**config.mk**
```make
export PLATFORM = sky130hd
export DESIGN_NAME = match_score_keeper_flat
export DESIGN_NICKNAME = d
export VERILOG_FILES = /design/src/rtl/reaction_pkg.sv /design/src/rtl/match_score_keeper_if.sv /design/src/rtl/match_score_keeper_rise_detect.sv /design/src/rtl/match_score_keeper.sv /design/src/flat_wrapper.sv
export SDC_FILE = /design/constraint.sdc
export NUM_CORES = 1
export LEC_CHECK = 0
export ABC_CLOCK_PERIOD_IN_PS = 1800
export BUFFER_PORTS_ARGS = -buffer_cell sky130_fd_sc_hd__buf_2
export CAP_MARGIN = 20
export CORE_MARGIN = 3
export CORE_UTILIZATION = 51
export CTS_BUF_LIST = sky130_fd_sc_hd__clkbuf_4 sky130_fd_sc_hd__clkbuf_8
export DETAILED_ROUTE_END_ITERATION = 8
export PLACE_DENSITY = 0.77
export RECOVER_POWER = 50
export SLEW_MARGIN = 20
export SYNTH_ARGS = -nofsm -noshare
export SYNTH_HDL_FRONTEND = slang
export SYNTH_SLANG_ARGS = --single-unit
```
**constraint.sdc**
```tcl
create_clock -name clk -period 1.8 [get_ports clk]
set_input_delay 0.18 -clock clk [delete_from_list [all_inputs] [get_ports clk]]
set_output_delay 0.18 -clock clk [all_outputs]
set_load 0.005 [all_outputs]
```
**src/rtl/reaction_pkg.sv**
```systemverilog
// Shared types and defaults for the reaction game and its score stage.
// Winner codes and FSM states used across the slice.
package reaction_pkg;

  typedef enum logic {
    PLAY,
    OVER
  } state_t;

  localparam logic [1:0] WIN_NONE = 2'b00;
  localparam logic [1:0] WIN_P1   = 2'b01;
  localparam logic [1:0] WIN_P2   = 2'b10;

  localparam int DEF_WIN_SCORE   = 3;
  localparam int DEF_HOLD_CYCLES = 5;

endpackage

```
**src/rtl/match_score_keeper_if.sv**
```systemverilog
// Lamp inputs and score/result outputs of the match score stage.
// master = game/observer side, slave = score keeper.
interface match_score_keeper_if #(
  parameter int SCORE_W = 4
);

  logic               win1_led;
  logic               win2_led;
  logic [SCORE_W-1:0] score1;
  logic [SCORE_W-1:0] score2;
  logic [7:0]         round_cnt;
  logic               match_over;
  logic [1:0]         match_winner;

  modport master (
    output win1_led,
    output win2_led,
    input  score1,
    input  score2,
    input  round_cnt,
    input  match_over,
    input  match_winner
  );

  modport slave (
    input  win1_led,
    input  win2_led,
    output score1,
    output score2,
    output round_cnt,
    output match_over,
    output match_winner
  );

endinterface

```
**src/rtl/match_score_keeper_rise_detect.sv**
```systemverilog
// One-bit rising-edge detector; previous value is registered.
// rise is high in the first cycle the input is seen high.
module rise_detect (
  input  logic clk,
  input  logic reset,
  input  logic d,
  output logic rise
);

  logic prev;

  always_ff @(posedge clk or posedge reset) begin
    if (reset) prev <= 1'b0;
    else       prev <= d;
  end

  assign rise = d & ~prev;

endmodule

```
**src/rtl/match_score_keeper.sv**
```systemverilog
// Match score keeper: counts round wins per player, declares a winner,
// holds the result for HOLD_CYCLES cycles, then clears for the next match.
module match_score_keeper
  import reaction_pkg::*;
#(
  parameter int WIN_SCORE   = DEF_WIN_SCORE,
  parameter int SCORE_W     = 4,
  parameter int HOLD_CYCLES = DEF_HOLD_CYCLES
) (
  input logic clk,
  input logic reset,
  match_score_keeper_if.slave bus
);

  localparam int HW = $clog2(HOLD_CYCLES + 1);
  localparam logic [SCORE_W-1:0] WIN_V = SCORE_W'(WIN_SCORE);
  localparam logic [HW-1:0] HOLD_LAST = HW'(HOLD_CYCLES - 1);

  state_t             state;
  logic [SCORE_W-1:0] score1;
  logic [SCORE_W-1:0] score2;
  logic [7:0]         round_cnt;
  logic               match_over;
  logic [1:0]         match_winner;
  logic [HW-1:0]      hold_cnt;

  logic               r1;
  logic               r2;
  logic [SCORE_W-1:0] s1_inc;
  logic [SCORE_W-1:0] s2_inc;
  logic [7:0]         rc_inc;

  rise_detect u_rise1 (
    .clk  (clk),
    .reset(reset),
    .d    (bus.win1_led),
    .rise (r1)
  );

  rise_detect u_rise2 (
    .clk  (clk),
    .reset(reset),
    .d    (bus.win2_led),
    .rise (r2)
  );

  assign s1_inc = score1 + SCORE_W'(1);
  assign s2_inc = score2 + SCORE_W'(1);
  assign rc_inc = (round_cnt == 8'hFF) ? round_cnt : round_cnt + 8'd1;

  always_ff @(posedge clk or posedge reset) begin
    if (reset) begin
      state        <= PLAY;
      score1       <= '0;
      score2       <= '0;
      round_cnt    <= '0;
      match_over   <= 1'b0;
      match_winner <= WIN_NONE;
      hold_cnt     <= '0;
    end else begin
      unique case (state)
        PLAY: begin
          if (r1 || r2) round_cnt <= rc_inc;
          // a simultaneous rise is a tied round: counted, nobody scores
          if (r1 && !r2) begin
            score1 <= s1_inc;
            if (s1_inc == WIN_V) begin
              state        <= OVER;
              match_over   <= 1'b1;
              match_winner <= WIN_P1;
              hold_cnt     <= '0;
            end
          end
          if (r2 && !r1) begin
            score2 <= s2_inc;
            if (s2_inc == WIN_V) begin
              state        <= OVER;
              match_over   <= 1'b1;
              match_winner <= WIN_P2;
              hold_cnt     <= '0;
            end
          end
        end
        OVER: begin
          if (hold_cnt == HOLD_LAST) begin
            state        <= PLAY;
            score1       <= '0;
            score2       <= '0;
            round_cnt    <= '0;
            match_over   <= 1'b0;
            match_winner <= WIN_NONE;
          end else begin
            hold_cnt <= hold_cnt + HW'(1);
          end
        end
      endcase
    end
  end

  assign bus.score1       = score1;
  assign bus.score2       = score2;
  assign bus.round_cnt    = round_cnt;
  assign bus.match_over   = match_over;
  assign bus.match_winner = match_winner;

endmodule

```
**src/flat_wrapper.sv**
```systemverilog
// flat-port wrapper written by rule: the top's interface ports become plain ports
module match_score_keeper_flat import reaction_pkg::*;
#(
  parameter int WIN_SCORE   = DEF_WIN_SCORE,
  parameter int SCORE_W     = 4,
  parameter int HOLD_CYCLES = DEF_HOLD_CYCLES
)
  (clk, reset, bus_win1_led, bus_win2_led, bus_score1, bus_score2, bus_round_cnt, bus_match_over, bus_match_winner);
  match_score_keeper_if #(.SCORE_W(SCORE_W)) bus_i ();
  input logic clk;
  input logic reset;
  input wire logic [$bits(bus_i.win1_led)-1:0] bus_win1_led;
  input wire logic [$bits(bus_i.win2_led)-1:0] bus_win2_led;
  output wire logic [$bits(bus_i.score1)-1:0] bus_score1;
  output wire logic [$bits(bus_i.score2)-1:0] bus_score2;
  output wire logic [$bits(bus_i.round_cnt)-1:0] bus_round_cnt;
  output wire logic [$bits(bus_i.match_over)-1:0] bus_match_over;
  output wire logic [$bits(bus_i.match_winner)-1:0] bus_match_winner;
  assign bus_i.win1_led = bus_win1_led;
  assign bus_i.win2_led = bus_win2_led;
  assign bus_score1 = bus_i.score1;
  assign bus_score2 = bus_i.score2;
  assign bus_round_cnt = bus_i.round_cnt;
  assign bus_match_over = bus_i.match_over;
  assign bus_match_winner = bus_i.match_winner;
  match_score_keeper #(.WIN_SCORE(WIN_SCORE), .SCORE_W(SCORE_W), .HOLD_CYCLES(HOLD_CYCLES)) u_core (.clk(clk), .reset(reset), .bus(bus_i));
endmodule
```
# Word level (Yosys, flattened, before mapping)
# Index checks and enable logic that the tools add are counted.
# word_totals
regBits	25
wordCells	69
# op_classes
n_mux	33
reduce_logical	8
eq_ne	10
n_addsub	4
bitwise_logic	5
# ops
cell	count
8-bit two-way mux	3
4-bit one-hot mux with 2 select lines	2
8-bit one-hot mux with 2 select lines	1
3-bit two-way mux	5
4-bit two-way mux	3
1-bit two-way mux	10
2-bit two-way mux	5
4-bit by 1-bit adder with 4-bit output, second input constant	2
8-bit by 1-bit adder with 8-bit output, second input constant	1
4-bit by 2-bit == test with 1-bit output, second input constant	2
8-bit == test, second input constant	1
2-bit by 1-bit != test with 1-bit output, second input constant	3
2-bit != test, second input constant	3
3-bit one-hot mux with 2 select lines	1
1-bit one-hot mux with 2 select lines	2
2-bit one-hot mux with 2 select lines	1
2-bit AND reduction	2
3-bit by 1-bit adder with 3-bit output, second input constant	1
3-bit == test, second input constant	1
1-bit inverter	3
3-bit AND reduction	1
1-bit AND	2
1-bit logical AND	2
1-bit zero test	2
1-bit logical OR	1

# Depth between registers and ports, before layout
# depth
ltp_word	8
ltp_mapped	6
depth_no_buf	6

# Cells and area by module
# Synthesis repeated with hierarchy kept, for this count alone.
# hier_totals
hier_cells	132
area_unflattened_um2	1325.0
# by_module_without_submodules
module	n_inst	area_per_inst_um2	seq_area_each_um2	cells_per_inst
match_score_keeper	1	1239.9	575.6	126
rise_detect	2	42.5	25.0	3

# Least setup slack after synthesis
# OpenSTA, ideal clock, no wires.
# synth_path
path_type	register to register
from	reg u_core.round_cnt[0], in the netlist u_core.bus.round_cnt[0]
to	reg u_core.round_cnt[7], in the netlist u_core.bus.round_cnt[7]
path_stages_with_launch	6
slack_ns	0.029
required_time_ns	1.723
setup_ns	0.077
arrival_ns	1.693
path_cell_list	dfrtp_1 -> ha_1 -> and3_1 -> a221o_1 -> or4_1 -> a21oi_1
# synth_between
elab_chain_cells	4
word_cells_on_any_way	7
cone_classes	add/sub (1); eq/ne (2); mux (3); reduce/logical (1)
# synth_lines
item	line	rtl
start, declared	match_score_keeper.sv:22	logic [7:0] round_cnt;
start signal, assigned	match_score_keeper.sv:63	if (r1 || r2) round_cnt <= rc_inc;
8-bit by 1-bit adder with 8-bit output	match_score_keeper.sv:49	assign rc_inc = (round_cnt == 8'hFF) ? round_cnt : round_cnt + 8'd1;
8-bit two-way mux	match_score_keeper.sv:49	
8-bit two-way mux	match_score_keeper.sv:63	
8-bit one-hot mux with 2 select lines	match_score_keeper.sv:61	unique case (state)
# Parallel ways exist; a longest one is shown, timed or not. The select of a mux whose other input is x is not followed.
# A chain may end at the register's enable or synchronous reset.

# Worst setup path in the final report
# Same ends and word-level chain as after synthesis.

==> out/metrics.cfg <==
[run_status]
status=finished with violations
violations=negative setup slack

[route]
wirelength_mm=3.08
drtIter0Drc=55
vias_per_cell=5.76
avgRoutedWirePerCell_um=15.6
drt.antenna.violating_nets=0
remaining_drc_errors=0
drt_pre_antenna_iters=5
vias=1134

[logic_synthesis]
synthFlopType=dfrtp_1
syn_area_per_cell_sq_um=10.4
syn-num-nets=137
yosysSeqAreaShare_pct=47.9
synth-seq-cells=25
syn_area_sq_um=1310
async_reset_ff_share_pct=100
synth_edf_count=0
synthCells=126
yosys_warnings=0
ys_types=37

[finish]
drive_above_1_share_pct=34.3
num_antenna_cells=0
fill_cells=177
areaGrowthSynthToFinish_pct=27.6
final_nets=181
multi_input_area_sq_um=678
seq_area_sq_um=626
instances_no_fill=197

[floorplanning]
coreArea_sq_um=2320
die-width_um=56.6
boundaryPins=23
die-area_sq_um=3200
die_h_um=56.6
initial_core_util_pct=56.3
rows=17

[worst_setup_path]
cp_max_fo=6
crit_buf_inv=0
r2r_start=u_core.bus.round_cnt[0]$_DFFE_PP0P_
crit_type=reg -> reg
path_depth=5
reg2reg_slack_ns=-0.03
startpoint_type=flop
r2r_cells=5
arrival_ns=2.09
crit_path_end_kind=flop
cp_cell_sequence=ha_2 -> and3_4 -> a221o_1 -> or4_4 -> a21oi_2
critical_path.top_delay_family=simple AND/OR/NAND/NOR gates
r2r-end=u_core.bus.round_cnt[7]$_DFFE_PP0P_
critPathMaxStageDelay_ns=0.45
startpoint=u_core.bus.round_cnt[0]$_DFFE_PP0P_
cp.required_ns=2.06
crit_path_top_delay_cell=or4_4
critPathCapture=u_core.bus.round_cnt[7]$_DFFE_PP0P_

[grt]
grt_pass1_wl_mm=5.27
grt_pass1_vias=1198
track_usage_pct=20.7
grt_max_degree=26
gr-total-overflow=0
antenna_found_initial=0

[sta]
setup_violations=3
drv_slew=0
timing.fmax_mhz=547
fin_ws_ns=-0.0277
hold_viol=0
slew_headroom_pct=57.9
clock_skew_ns=0.00856
rsz0062_at_grt=yes
tns_ns=-0.0611
fin_crit_ns=1.83
worst_pin_slew_ns=0.632
finalCritPeriodShare_pct=102

[pwr]
sw_frac_of_total_pct=38.5
p_int_w=0.00146
max-vdd-ir-drop_mv=0.988
leakage_nw=0.847
clkPwrFrac_pct=11.5
power_switching_w=0.000916
total_power_w=0.00238
power_density_nw_per_um2=1430
pwr-share-comb_pct=48.0
seqPwrFrac_pct=40.4

[hold_path]
hold_class=reg -> reg

[placement]
port_buffers=22
gp_congestion=0.843
dp_cells=186
hpwl_mm=2.21

[cts]
cts.path.max_buffers=2
root_buffer=clkbuf_4
clkTransAtPathRegs_ns=0.13
h-tree-depth=1
tritoncts=yes
cts_sinks=25
worstSkewPairLatency_ns=0.33
numCtsBuffers=3

[job]
cap_violations=0

-- worst register-to-register path, stage by stage (launching register included) --
cell     delay [ns]
dfrtp_1        0.41
ha_2           0.19
and3_4         0.17
a221o_1        0.41
or4_4          0.45
a21oi_2        0.14
-- cells by family after synthesis --
| kind of cell | synth area share (%) |
|---|---|
| XOR/XNOR | 2.01 |
| buffers and inverters | 3.74 |
| AND/OR/NAND/NOR | 20.6 |
| multiplexers | 4.69 |
| flip-flops | 47.9 |
| adder cells (fa/ha/maj) | 6.70 |
| AO/OA/AOI/OAI | 14.4 |
-- cells in the mapped netlist (3+ instances only) --
cell      instances  area (sq um)
o21ai_0           5          25.0
a21o_1            3          22.5
nand2b_1          3          18.8
xnor2_1           3          26.3
a31o_2            4          35.0
mux2i_1           5          50.1
ha_1              7          87.6
nand2_1          10          37.5
nor3_1            4          20.0
inv_1             8          30.0
dfrtp_1          25           626
nand3_1          14          70.1
a21oi_1           3          15.0
o31ai_1           3          22.5
nor2_1            3          11.3
-- through the flow --
stage / setup WS [ns] / util, % / hold WS [ns] / instance area, sq um
final: -0.0277 / 71.9 / 0.518 / 1670
after floorplan: 0.0293 / - / 0.207 / 1310
after global routing: -0.0792 / 71.9 / 0.554 / 1670
after CTS: 0.0120 / 68.9 / 0.458 / 1600
after detailed placement: 0.00104 / 66.0 / 0.257 / 1530
after global placement: 0.0647 / 66.0 / 0.238 / 1530
-- metal layers --
metal	global-route usage, %	part of all wire (%)	vias to the layer above
met5	0	0	-
met4	6.78	2.2	0
met3	2.30	4.2	7
met2	37.3	53	26
met1	25.4	41	560
li1	-	-	541
-- worst min-delay path by stage --
stage | startpoint | endpoint | cells past startpoint
final | u_core.bus.match_over$_DFFE_PP0P_ | u_core.bus.match_over$_DFFE_PP0P_ | 2
after global routing | bus_win2_led | u_core.u_rise2.prev$_DFF_PP0_ | 2
after CTS | reset | u_core.bus.score1[0]$_DFFE_PP0P_ | 4
after detailed placement | reset | u_core.bus.score2[2]$_DFFE_PP0P_ | 3
after global placement | reset | u_core.bus.score2[2]$_DFFE_PP0P_ | 3
after floorplan | reset | u_core.bus.match_over$_DFFE_PP0P_ | 1
-- placed cells by master, fill, tap and decap left out, types with 2 or more instances in the layout --
cell type       n
dfrtp_1        25
buf_2          21
buf_4          15
nand3_1        14
nand2_1        10
inv_1           8
ha_1            6
mux2i_1         5
a31o_2          4
o21ai_0         4
clkbuf_4        4
nand2b_1        3
xnor2_1         3
nor2_1          3
o31ai_1         3
a21o_1          3
dlygate4sd3_1   3
or3_4           2
nor3b_1         2
a21oi_2         2
nor3_1          2
o211ai_1        2
nor3_4          2
-- final cells by class --
cell class / instances / share of cell area, %
clock buffers: 4 / 1.80
inverters: 8 / 1.80
repair buffers: 42 / 16.1
flip-flops and latches: 25 / 37.5
multi-input cells: 90 / 40.7
well taps: 28 / 2.10
-- power groups by stage --
| stage | clock network (W) | registers, W | logic (W) |
|---|---|---|---|
| 2_1_floorplan | 0 | 0.00100 | 0.000543 |
| 3_3_place_gp | 0 | 0.000944 | 0.000987 |
| 3_5_place_dp | 0 | 0.000968 | 0.00106 |
| 4_1_cts | 0.000276 | 0.000955 | 0.00107 |
| 5_1_grt | 0.000293 | 0.000993 | 0.00129 |
| 6_report | 0.000274 | 0.000963 | 0.00114 |
-- what timing repair did --
item / CTS / global route
pin swaps: 1 / 4
buffers inserted: 1 / 3
gates resized for setup: 0 / 12
hold buffers: 3 / 0
endpoints found under the setup margin: 3 / 5
hold endpoints to repair: 27 / 0
-- state kept, by name (all words and copies together) (netlist names) --
register                 cells
u_core.bus.match_winner      2
u_core.state                 1
u_core.u_rise1.prev          1
u_core.u_rise2.prev          1
u_core.hold_cnt              3
u_core.bus.score1            4
u_core.bus.round_cnt         8
u_core.bus.score2            4
u_core.bus.match_over        1
No activity file was read; power rests on OpenSTA's default activity.
